--- config.mk ---
export PLATFORM = sky130hd
export DESIGN_NAME = disp_reg_file
export DESIGN_NICKNAME = d
export VERILOG_FILES = /design/src/rtl/disp_reg_pkg.sv /design/src/rtl/disp_reg_handshake.sv /design/src/rtl/disp_reg_file.sv
export SDC_FILE = /design/constraint.sdc
export NUM_CORES = 1
export LEC_CHECK = 0
export BUFFER_PORTS_ARGS = -buffer_cell sky130_fd_sc_hd__buf_2
export CAP_MARGIN = 10
export CELL_PAD_IN_SITES_DETAIL_PLACEMENT = 0
export CELL_PAD_IN_SITES_GLOBAL_PLACEMENT = 1
export CORE_AREA = 2 2 259 261
export DETAILED_ROUTE_END_ITERATION = 12
export DIE_AREA = 0 0 261 263
export PLACE_DENSITY = 0.56
export SLEW_MARGIN = 20
export SYNTH_ARGS = -nofsm -noshare
export SYNTH_HDL_FRONTEND = slang
export SYNTH_SLANG_ARGS = --single-unit
--- constraint.sdc ---
create_clock -name iClock -period 4.7 [get_ports iClock]
set_input_delay 0.47 -clock iClock [delete_from_list [all_inputs] [get_ports iClock]]
set_output_delay 0.47 -clock iClock [all_outputs]
set_load 0.02 [all_outputs]
--- src/rtl/disp_reg_pkg.sv ---
// rtl/disp_reg_pkg.sv - shared types and address decode for the dispatcher register bank
package disp_reg_pkg;

  typedef enum logic [1:0] {
    IDLE = 2'd0,
    ACK  = 2'd1,
    DROP = 2'd2
  } hsState_t;

  localparam int WORD_BYTES = 4;
  localparam int ERR_WIDTH  = 8;

  typedef struct packed {
    logic       hit;
    logic [5:0] index;
  } decode_t;

  // An address below the base wraps to a huge offset, so it falls out as a miss.
  function automatic decode_t decodeAddr(input logic [63:0] addr,
                                         input logic [63:0] base,
                                         input int          numRegs);
    decode_t     d;
    logic [63:0] offset;
    offset  = addr - base;
    d.hit   = (offset[1:0] == 2'b00) &&
              (offset < (64'(numRegs) * 64'(WORD_BYTES)));
    d.index = offset[7:2];
    return d;
  endfunction

endpackage

--- src/rtl/disp_reg_handshake.sv ---
// rtl/disp_reg_handshake.sv - 4-phase valid/ack handshake FSM, one per channel
module disp_reg_handshake (
  input  logic iClock,
  input  logic iReset,
  input  logic iValid,
  output logic oCommit,
  output logic oAck
);
  import disp_reg_pkg::*;

  hsState_t state;
  hsState_t nextState;

  always_ff @(posedge iClock) begin
    if (!iReset) begin
      state <= IDLE;
    end else begin
      state <= nextState;
    end
  end

  // Valid is only looked at in IDLE and DROP, so a held request commits once.
  always_comb begin
    nextState = state;
    oCommit   = 1'b0;
    oAck      = 1'b0;
    case (state)
      IDLE: begin
        if (iValid) begin
          nextState = ACK;
          oCommit   = 1'b1;
        end
      end
      ACK: begin
        nextState = DROP;
        oAck      = 1'b1;
      end
      DROP: begin
        if (!iValid) begin
          nextState = IDLE;
        end
      end
      default: nextState = IDLE;
    endcase
  end

endmodule

--- src/rtl/disp_reg_file.sv ---
// rtl/disp_reg_file.sv - dispatcher configuration/status register bank with RW, RO and doorbell registers
module disp_reg_file #(
  parameter int                   DATA_WIDTH = 32,
  parameter int                   ADDR_WIDTH = 32,
  parameter int                   NUM_REGS   = 8,
  parameter logic [ADDR_WIDTH-1:0] BASE_ADDR = '0,
  parameter logic [NUM_REGS-1:0]  RO_MASK    = '0,
  parameter logic [NUM_REGS-1:0]  PULSE_MASK = '0
) (
  input  logic                           iClock,
  input  logic                           iReset,
  input  logic [ADDR_WIDTH-1:0]          iWriteAddress,
  input  logic [DATA_WIDTH-1:0]          iWriteData,
  input  logic                           iWriteValid,
  output logic                           oWriteAck,
  input  logic [ADDR_WIDTH-1:0]          iReadAddress,
  output logic [DATA_WIDTH-1:0]          oReadData,
  input  logic                           iReadValid,
  output logic                           oReadAck,
  input  logic [NUM_REGS*DATA_WIDTH-1:0] iStatus,
  output logic [NUM_REGS*DATA_WIDTH-1:0] oRegFile,
  output logic [NUM_REGS-1:0]            oCmdPulse,
  output logic [7:0]                     oErrCount
);
  import disp_reg_pkg::*;

  logic [DATA_WIDTH-1:0] regs [NUM_REGS];
  logic [DATA_WIDTH-1:0] readWord;
  logic                  writeCommit;
  logic                  readCommit;
  decode_t               writeDec;
  decode_t               readDec;
  logic [1:0]            errInc;
  logic [ERR_WIDTH:0]    errSum;
  logic [ERR_WIDTH-1:0]  errNext;

  disp_reg_handshake writeHs (
    .iClock  (iClock),
    .iReset  (iReset),
    .iValid  (iWriteValid),
    .oCommit (writeCommit),
    .oAck    (oWriteAck)
  );

  disp_reg_handshake readHs (
    .iClock  (iClock),
    .iReset  (iReset),
    .iValid  (iReadValid),
    .oCommit (readCommit),
    .oAck    (oReadAck)
  );

  assign writeDec = decodeAddr(64'(iWriteAddress), 64'(BASE_ADDR), NUM_REGS);
  assign readDec  = decodeAddr(64'(iReadAddress),  64'(BASE_ADDR), NUM_REGS);

  always_comb begin
    readWord = '0;
    for (int i = 0; i < NUM_REGS; i++) begin
      if (readDec.index == 6'(i)) begin
        if (RO_MASK[i]) begin
          readWord = iStatus[i*DATA_WIDTH +: DATA_WIDTH];
        end else if (!PULSE_MASK[i]) begin
          readWord = regs[i];
        end
      end
    end
  end

  // A read and a write can both miss on the same edge, hence a 2-bit increment.
  assign errInc  = {1'b0, writeCommit & ~writeDec.hit} + {1'b0, readCommit & ~readDec.hit};
  assign errSum  = {1'b0, oErrCount} + {{(ERR_WIDTH-1){1'b0}}, errInc};
  assign errNext = errSum[ERR_WIDTH] ? {ERR_WIDTH{1'b1}} : errSum[ERR_WIDTH-1:0];

  always_ff @(posedge iClock) begin
    if (!iReset) begin
      for (int i = 0; i < NUM_REGS; i++) begin
        regs[i] <= '0;
      end
      oReadData <= '0;
      oCmdPulse <= '0;
      oErrCount <= '0;
    end else begin
      oCmdPulse <= '0;
      for (int i = 0; i < NUM_REGS; i++) begin
        if (writeCommit && writeDec.hit && (writeDec.index == 6'(i))) begin
          if (PULSE_MASK[i]) begin
            oCmdPulse[i] <= 1'b1;
          end else if (!RO_MASK[i]) begin
            regs[i] <= iWriteData;
          end
        end
      end
      // Nonblocking update means a same-edge read sees the pre-write value.
      if (readCommit) begin
        oReadData <= readDec.hit ? readWord : '0;
      end
      oErrCount <= errNext;
    end
  end

  for (genvar g = 0; g < NUM_REGS; g++) begin : gRegOut
    assign oRegFile[g*DATA_WIDTH +: DATA_WIDTH] =
      (RO_MASK[g] || PULSE_MASK[g]) ? '0 : regs[g];
  end

endmodule

==> summary.txt, run 1 <==
Power
  – Leak pwr: 0.006975 uW
  – Worst VDD drop: about 0.28 mV
  – Overall Power: 6585 uW
  – PwrDens: slightly below 400 mW/mm^2

Route
  – First-pass DRT Iterations: 8
  – DR vias: 10,407
  – Drt via density: 4.515
  – Wire per inst: between 20 and 30 um
  – Final WL: between 60,000 and 70,000 um
  – Initial drt markers: around 1,100
  – Residual DRC: 0
  – DRT antenna net count: 0

Yosys
  – Area contributors post-synth: edfxtp_1, dfxtp_1, nor2_1
  – Cell area after synthesis: 0.01256 mm^2
  – Ys async rst share: 0%
  – Post-synth top cells: edfxtp_1, nor2_1, nand2_1
  – Count leader, synth: edfxtp_1
  – Dominant synthesized flop cell: edfxtp_1
  – Number of flops mapped to enable cells by yosys: ~260
  – Post-synthesis cell type count: 57
  – Top cell type's share of synthesized area: 61.19%
  – Flops & latches, synth: 300
  – Register area share after synthesis: 68.20%
  – Yosys warnings: 0
  – Synthesized area per cell: around 13 um^2
  – Leading area contributor after synthesis: edfxtp_1
  – Synthesized instance count: 1,001

Clock tree
  – CTS hold repair buffers: 0
  – Clock buffer count from CTS: 37
  – Root buffer cell: clkbuf_16
  – Latest clock arrival within the worst-skew pair: around 0.55 ns
  – CTS tree: yes
  – Cts repair resizes: 0
  – Post-CTS Setup Inserts: 0
  – Reg clk slew, reported paths: 0.06 ns
  – CTS sink cnt: 300
  – H-tree depth: 2
  – Clk buf depth: 3

Critical path
  – CP cell instances: buf_2 -> nor3_1 -> nand3_1 -> nor4_2 -> nand3b_1 -> nand2_2 -> buf_4
  – RR Endpoint: regs[1][87]
  – Delay of the slowest critical-path stage: 0.69 ns
  – Buffers & Inverters on Critical Path: 2
  – Kind of critical path: input pin to flop
  – Flop-to-flop setup slack: about 1.9 ns
  – Crit end category: flop
  – Crit start category: input pin
  – Crit Path Max Fanout: 20
  – Critical path arrival: 3.09 ns
  – R2r startpoint: writeHs.state[1]
  – CP delay by family, top: simple AND/OR/NAND/NOR gates
  – Reg2Reg Depth: 5
  – Critical Path RT: between 4 and 5 ns
  – Crit-path slowest cell: nand2_2

GRT
  – Gr ovfl total: 0
  – Initial antenna violation count: 6
  – Largest net degree at the start of global routing: 33
  – First-pass GRT wire length: 84,550 um
  – Total global-route track usage: about 18%
  – Vias in the first global route: 10,660

STA
  – Final setup violating endpoints: 0
  – Pins Over Slew Limit: 0
  – Setup TNS: 0 ns
  – Final period util: 60.78%
  – Max-slew headroom: roughly a quarter
  – Unrepaired setup endpoints after global routing: no
  – Tmin final: 2.857 ns
  – Final hold vios: 0
  – WHS: 0.2845 ns
  – Fmax achieved: 350.0 MHz
  – Setup ws final: between 1.5 and 2 ns
  – Worst Max-Slew Pin Slew: 1.096 ns
  – Clock Skew: 0.01546 ns

Placement
  – Detailed placement HPWL: 43,060 um
  – Pre-CTS WS: 1.231 ns
  – Buffers on Ports: between 300 and 400
  – GP Congestion: 0.8375

Floorplan
  – Die height: 263 um
  – Die X: between 200 and 300 um
  – Placeable Area: ~0.066 mm^2
  – FP Rows: 94
  – Starting utilization of the core area: 19.14%
  – I/O pin total: approximately 660
  – Die area: between 0.06 and 0.07 mm^2

Min path
  – Hold Path Class: input pin to flop
  – Hold Startpoint: iWriteValid
  – WHS Path Cells: 3
  – Hold Path End: writeHs.state[1]

Finish
  – Final Core Density: 25.91%
  – Share of post-route cells with drive strength above 1: 37.58%
  – Final nets: 1,767
  – Layout area overhead: 35.36%

Status
  – Outcome: completed

Run
  – Max Cap Viol: 0
-- how the worst max path moves through the flow --
stage | from | end | slack [ns] | cells past startpoint
floorplan | iWriteValid | regs[0][32] | 1.91 | 5
global route | writeHs.state[1] | regs[1][87] | 1.64 | 5
detailed placement | iWriteAddress[7] | regs[1][88] | 1.23 | 7
global placement | iReadValid | oReadData[5] | 1.08 | 6
CTS | readHs.state[1] | oReadData[5] | 1.72 | 5
finish | iWriteAddress[7] | regs[1][87] | 1.84 | 7
-- cell families after synthesis --
logic type	synth area share, %
compound gates	10.23
flops	68.20
other cells	0.02985
fa+ha+maj	0.2589
mux	1.912
xor+xnor	0.3486
buf+inv	4.033
simple gates	14.99
-- layout by cell type (no fill, tap or decap), types with 10 or more instances in the layout --
master	instances
a222oi_1	17
nand4_1	13
edfxtp_1	256
nand2_2	10
o22ai_2	10
a22oi_1	11
buf_4	27
nor2b_1	17
a221oi_1	14
nor3_1	17
inv_1	45
a21oi_1	18
clkbuf_16	39
dfxtp_1	44
o21ai_1	15
a32oi_1	14
nand3_1	14
o221ai_1	14
nand2_1	51
nor4_1	12
nor2_1	216
a22o_1	17
buf_2	397
-- where the power goes --
| part | leakage [uW] | switching, uW | internal [uW] | total [uW] |
|---|---|---|---|---|
| Clock | 0.000605 | 1160 | 1760 | 2920 |
| Combinational | 0.00340 | 436 | 161 | 597 |
| Sequential | 0.00297 | 77.3 | 3000 | 3070 |
-- through the flow --
step,instance area (um^2),instances
floorplan,12590,1008
global placement,15760,2234
detailed placement,15760,2234
CTS,17000,2301
global route,17000,2301
finish,17010,2305
-- state kept, by name, summed over array words and instances (netlist names) --
name	count
oReadData	32
writeHs.state	2
oErrCount	8
readHs.state	2
regs	256
-- layer usage --
| metal | part of all wire (%) | track usage (%) |
|---|---|---|
| met5 | 0.078 | 0 |
| met4 | 2.1 | 4.776 |
| met3 | 10 | 5.758 |
| met2 | 44 | 27.60 |
| met1 | 43 | 23.73 |
-- final cells by class --
| type | instances | area (um^2) |
|---|---|---|
| fill | 7014 | 48620 |
| sequential | 300 | 8568 |
| multi-input combinational | 593 | 3610 |
| timing repair buffer | 431 | 2330 |
| tap | 864 | 1081 |
| clock buffer | 50 | 1067 |
| inverter | 46 | 172.7 |
| clock inverter | 17 | 167.7 |
| antenna | 4 | 10.01 |
-- tightest hold or removal path, cell delays in order --
cell and delay (ns):
buf_2 0.08, and3b_1 0.14, o21a_1 0.11
Note: power is estimated with default switching activity, not from simulation.
==> run 2, diff against run 1 <==
--- a/config.mk
+++ b/config.mk
@@ -12,7 +12,7 @@
 export CORE_AREA = 2 2 259 261
 export DETAILED_ROUTE_END_ITERATION = 12
 export DIE_AREA = 0 0 261 263
-export PLACE_DENSITY = 0.56
+export PLACE_DENSITY = 0.58
 export SLEW_MARGIN = 20
 export SYNTH_ARGS = -nofsm -noshare
 export SYNTH_HDL_FRONTEND = slang
==> constraint.sdc (replaced) <==
create_clock -name iClock -period 2.4 [get_ports iClock]
set_input_delay 0.24 -clock iClock [delete_from_list [all_inputs] [get_ports iClock]]
set_output_delay 0.24 -clock iClock [all_outputs]
set_load 0.02 [all_outputs]
==> run 2 against run 1 <==
Compared with the run above:
- via count is 3.2% higher
- power up 91%
- register-to-register slack lost 1.8 ns
- global-route usage shrank 0.28 points
- sequential share of layout area down 1.5 points
- flip-flop and latch count unchanged
- worst setup slack lost 1.7 ns
- count of clock-buffer cells in the layout down 5
- final cell count rose by 2.2%
- largest cell class unchanged
==> summary.txt, run 2 (same netlist as run 1, synthesis figures left out) <==
Status
  – Outcome: completed

STA
  – Clock Skew: 0.01773 ns (+0.002264 ns)
  – Tmin final: 2.290 ns
  – Max-slew headroom: 39.48% (+13 points)
  – Unrepaired setup endpoints after global routing: no
  – Worst Max-Slew Pin Slew: 0.9029 ns (-0.1934 ns)
  – Setup ws final: 0.1099 ns (-1.733 ns)
  – Final period util: 95.42%
  – WHS: 0.09691 ns (-0.1875 ns)
  – Final setup violating endpoints: 0 (unchanged)
  – Pins Over Slew Limit: 0 (unchanged)
  – Final hold vios: 0 (unchanged)
  – Fmax achieved: 436.7 MHz

Finish
  – Layout area overhead: 39.55%
  – Largest regs: regs x256, oReadData x32, oErrCount x8
  – Max reg flops: 256 (unchanged)
  – Leading cell type in the layout, fill and taps excluded: buf_2
  – Design area: 0.01753 mm^2 (+3.1%)
  – Multi-input logic area: 0.003615 mm^2 (+0.14%)
  – Share of post-route cells with drive strength above 1: 40.04% (+2.5 points)
  – Final nets: 1,824 (+3.2%)
  – Reg area: 0.008568 mm^2 (unchanged)
  – Layout filler cell count: 6,910 (-1.5%)
  – Commonest non-fill, non-tap cells in the layout: buf_2, edfxtp_1, nor2_1, buf_4, nand2_1
  – Final Core Density: 26.71% (+0.80 points)
  – Largest Register: regs

Min path
  – Hold Path Class: input pin to flop
  – Hold Path End: writeHs.state[1]
  – Hold Startpoint: iWriteValid
  – WHS Path Cells: 3 (unchanged)

Critical path
  – Flop-to-flop setup slack: 0.11 ns (-1.75 ns)
  – CP delay by family, top: simple AND/OR/NAND/NOR gates
  – CP cell instances: or3b_1 -> or2_2 -> fa_1 -> inv_2 -> ha_1 -> and3_1 -> nand3_2 -> a21oi_1
  – Crit-path slowest cell: fa_1
  – Crit end category: flop
  – R2r startpoint: writeHs.state[1]
  – Critical Path RT: 2.86 ns (-2.07 ns)
  – Crit Path Max Fanout: 6 (-70%)
  – RR Endpoint: oErrCount[0]
  – Delay of the slowest critical-path stage: 0.41 ns (-0.28 ns)
  – Reg2Reg Depth: 8 (+3)
  – Crit start category: flop
  – Kind of critical path: flop to flop
  – Buffers & Inverters on Critical Path: 1 (-1)
  – Critical path arrival: 2.75 ns (-0.34 ns)

Floorplan
  – Starting utilization of the core area: 19.14% (unchanged)
  – Die height: 263 um (unchanged)
  – Placeable Area: 0.06563 mm^2 (unchanged)
  – FP Rows: 94 (unchanged)
  – Die X: 261 um (unchanged)
  – I/O pin total: 662 (unchanged)
  – Die area: 0.06864 mm^2 (unchanged)

Clock tree
  – Clk buf depth: 3 (unchanged)
  – Reg clk slew, reported paths: 0.06 ns (about the same)
  – Latest clock arrival within the worst-skew pair: 0.54 ns (about the same)
  – CTS tree: yes
  – Root buffer cell: clkbuf_16
  – Post-CTS Setup Inserts: 0 (unchanged)
  – Clock buffer count from CTS: 35 (-5.4%)
  – CTS sink cnt: 300 (unchanged)
  – H-tree depth: 2 (unchanged)

Placement
  – Pre-CTS WS: -0.1179 ns (-1.349 ns)
  – DP Area: 0.01638 mm^2 (+3.9%)
  – Buffers on Ports: 397 (unchanged)
  – GP Congestion: 0.8616 (+2.9%)
  – Detailed placement HPWL: 44,760 um (+4.0%)

GRT
  – Vias in the first global route: 10,727 (+0.63%)
  – Largest net degree at the start of global routing: 33 (unchanged)
  – Gr ovfl total: 0 (unchanged)
  – Initial antenna violation count: 1 (-5)
  – First-pass GRT wire length: 83,640 um (-1.1%)
  – Total global-route track usage: 17.52% (-0.28 points)

Route
  – DR vias: 10,737 (+3.2%)
  – Residual DRC: 0 (unchanged)
  – DRT antenna net count: 0 (unchanged)
  – Final WL: 62,010 um (-1.3%)
  – Drt via density: 4.557 (+0.94%)
  – Initial drt markers: 1,001 (-5.4%)
  – First-pass DRT Iterations: 7 (-1)
  – Wire per inst: 26.32 um (-3.4%)

Run
  – Max Cap Viol: 0 (unchanged)

Power
  – PwrDens: 717.1 mW/mm^2 (+85%)
  – Worst VDD drop: 0.4151 mV (+48%)
  – Overall Power: 12,570 uW (+91%)
  – Leak pwr: 0.007280 uW (+4.4%)
run 2: worst max-delay path by stage:
stage	startpoint	to	cells past startpoint
3_5_place_dp	iReadAddress[24]	oErrCount[4]	13
5_1_grt	writeHs.state[1]	oErrCount[1]	8
6_report	writeHs.state[1]	oErrCount[0]	8
4_1_cts	writeHs.state[1]	oErrCount[4]	8
2_1_floorplan	writeHs.state[1]	regs[0][32]	5
3_3_place_gp	iReadAddress[7]	oReadData[2]	8
run 2: repair_timing:
item,CTS,global route
hold buffers,1,0
setup endpoints to repair,0,7
resized for setup,0,3
endpoints found under the hold margin,1,0
run 2: stage by stage:
stage | std cells | TNS [ns]
3_3_place_gp | 2292 | -1.690
2_1_floorplan | 1008 | 0
6_report | 2356 | 0
4_1_cts | 2355 | 0
5_1_grt | 2355 | 0
3_5_place_dp | 2292 | -1.974
run 2: final cells by class:
type	instances	share of cell area, %
well taps	864	6.166
flip-flops and latches	300	48.87
clock buffers	45	5.495
repair buffers	490	16.90
diodes	1	0.01427
clock inverters	17	0.9492
multi-input cells	593	20.62
inverters	46	0.9849
run 2: power by group:
group | total (uW) | switching [uW] | internal [uW]
logic | 1210 | 853 | 359
clock network | 5350 | 2190 | 3160
registers | 6010 | 148 | 5860
run 2: worst reg2reg max path: stages, from the launching register on:
cell and delay, ns:
dfxtp_1 0.32, or3b_1 0.39, or2_2 0.32, fa_1 0.41, inv_2 0.08, ha_1 0.15, and3_1 0.21, nand3_2 0.17
a21oi_1 0.18
run 2: per-layer routing:
metal	track usage (%)	part of all wire [%]
met5	0	0.019
met4	4.146	1.9
met3	5.180	10
met2	27.48	45
met1	23.64	43
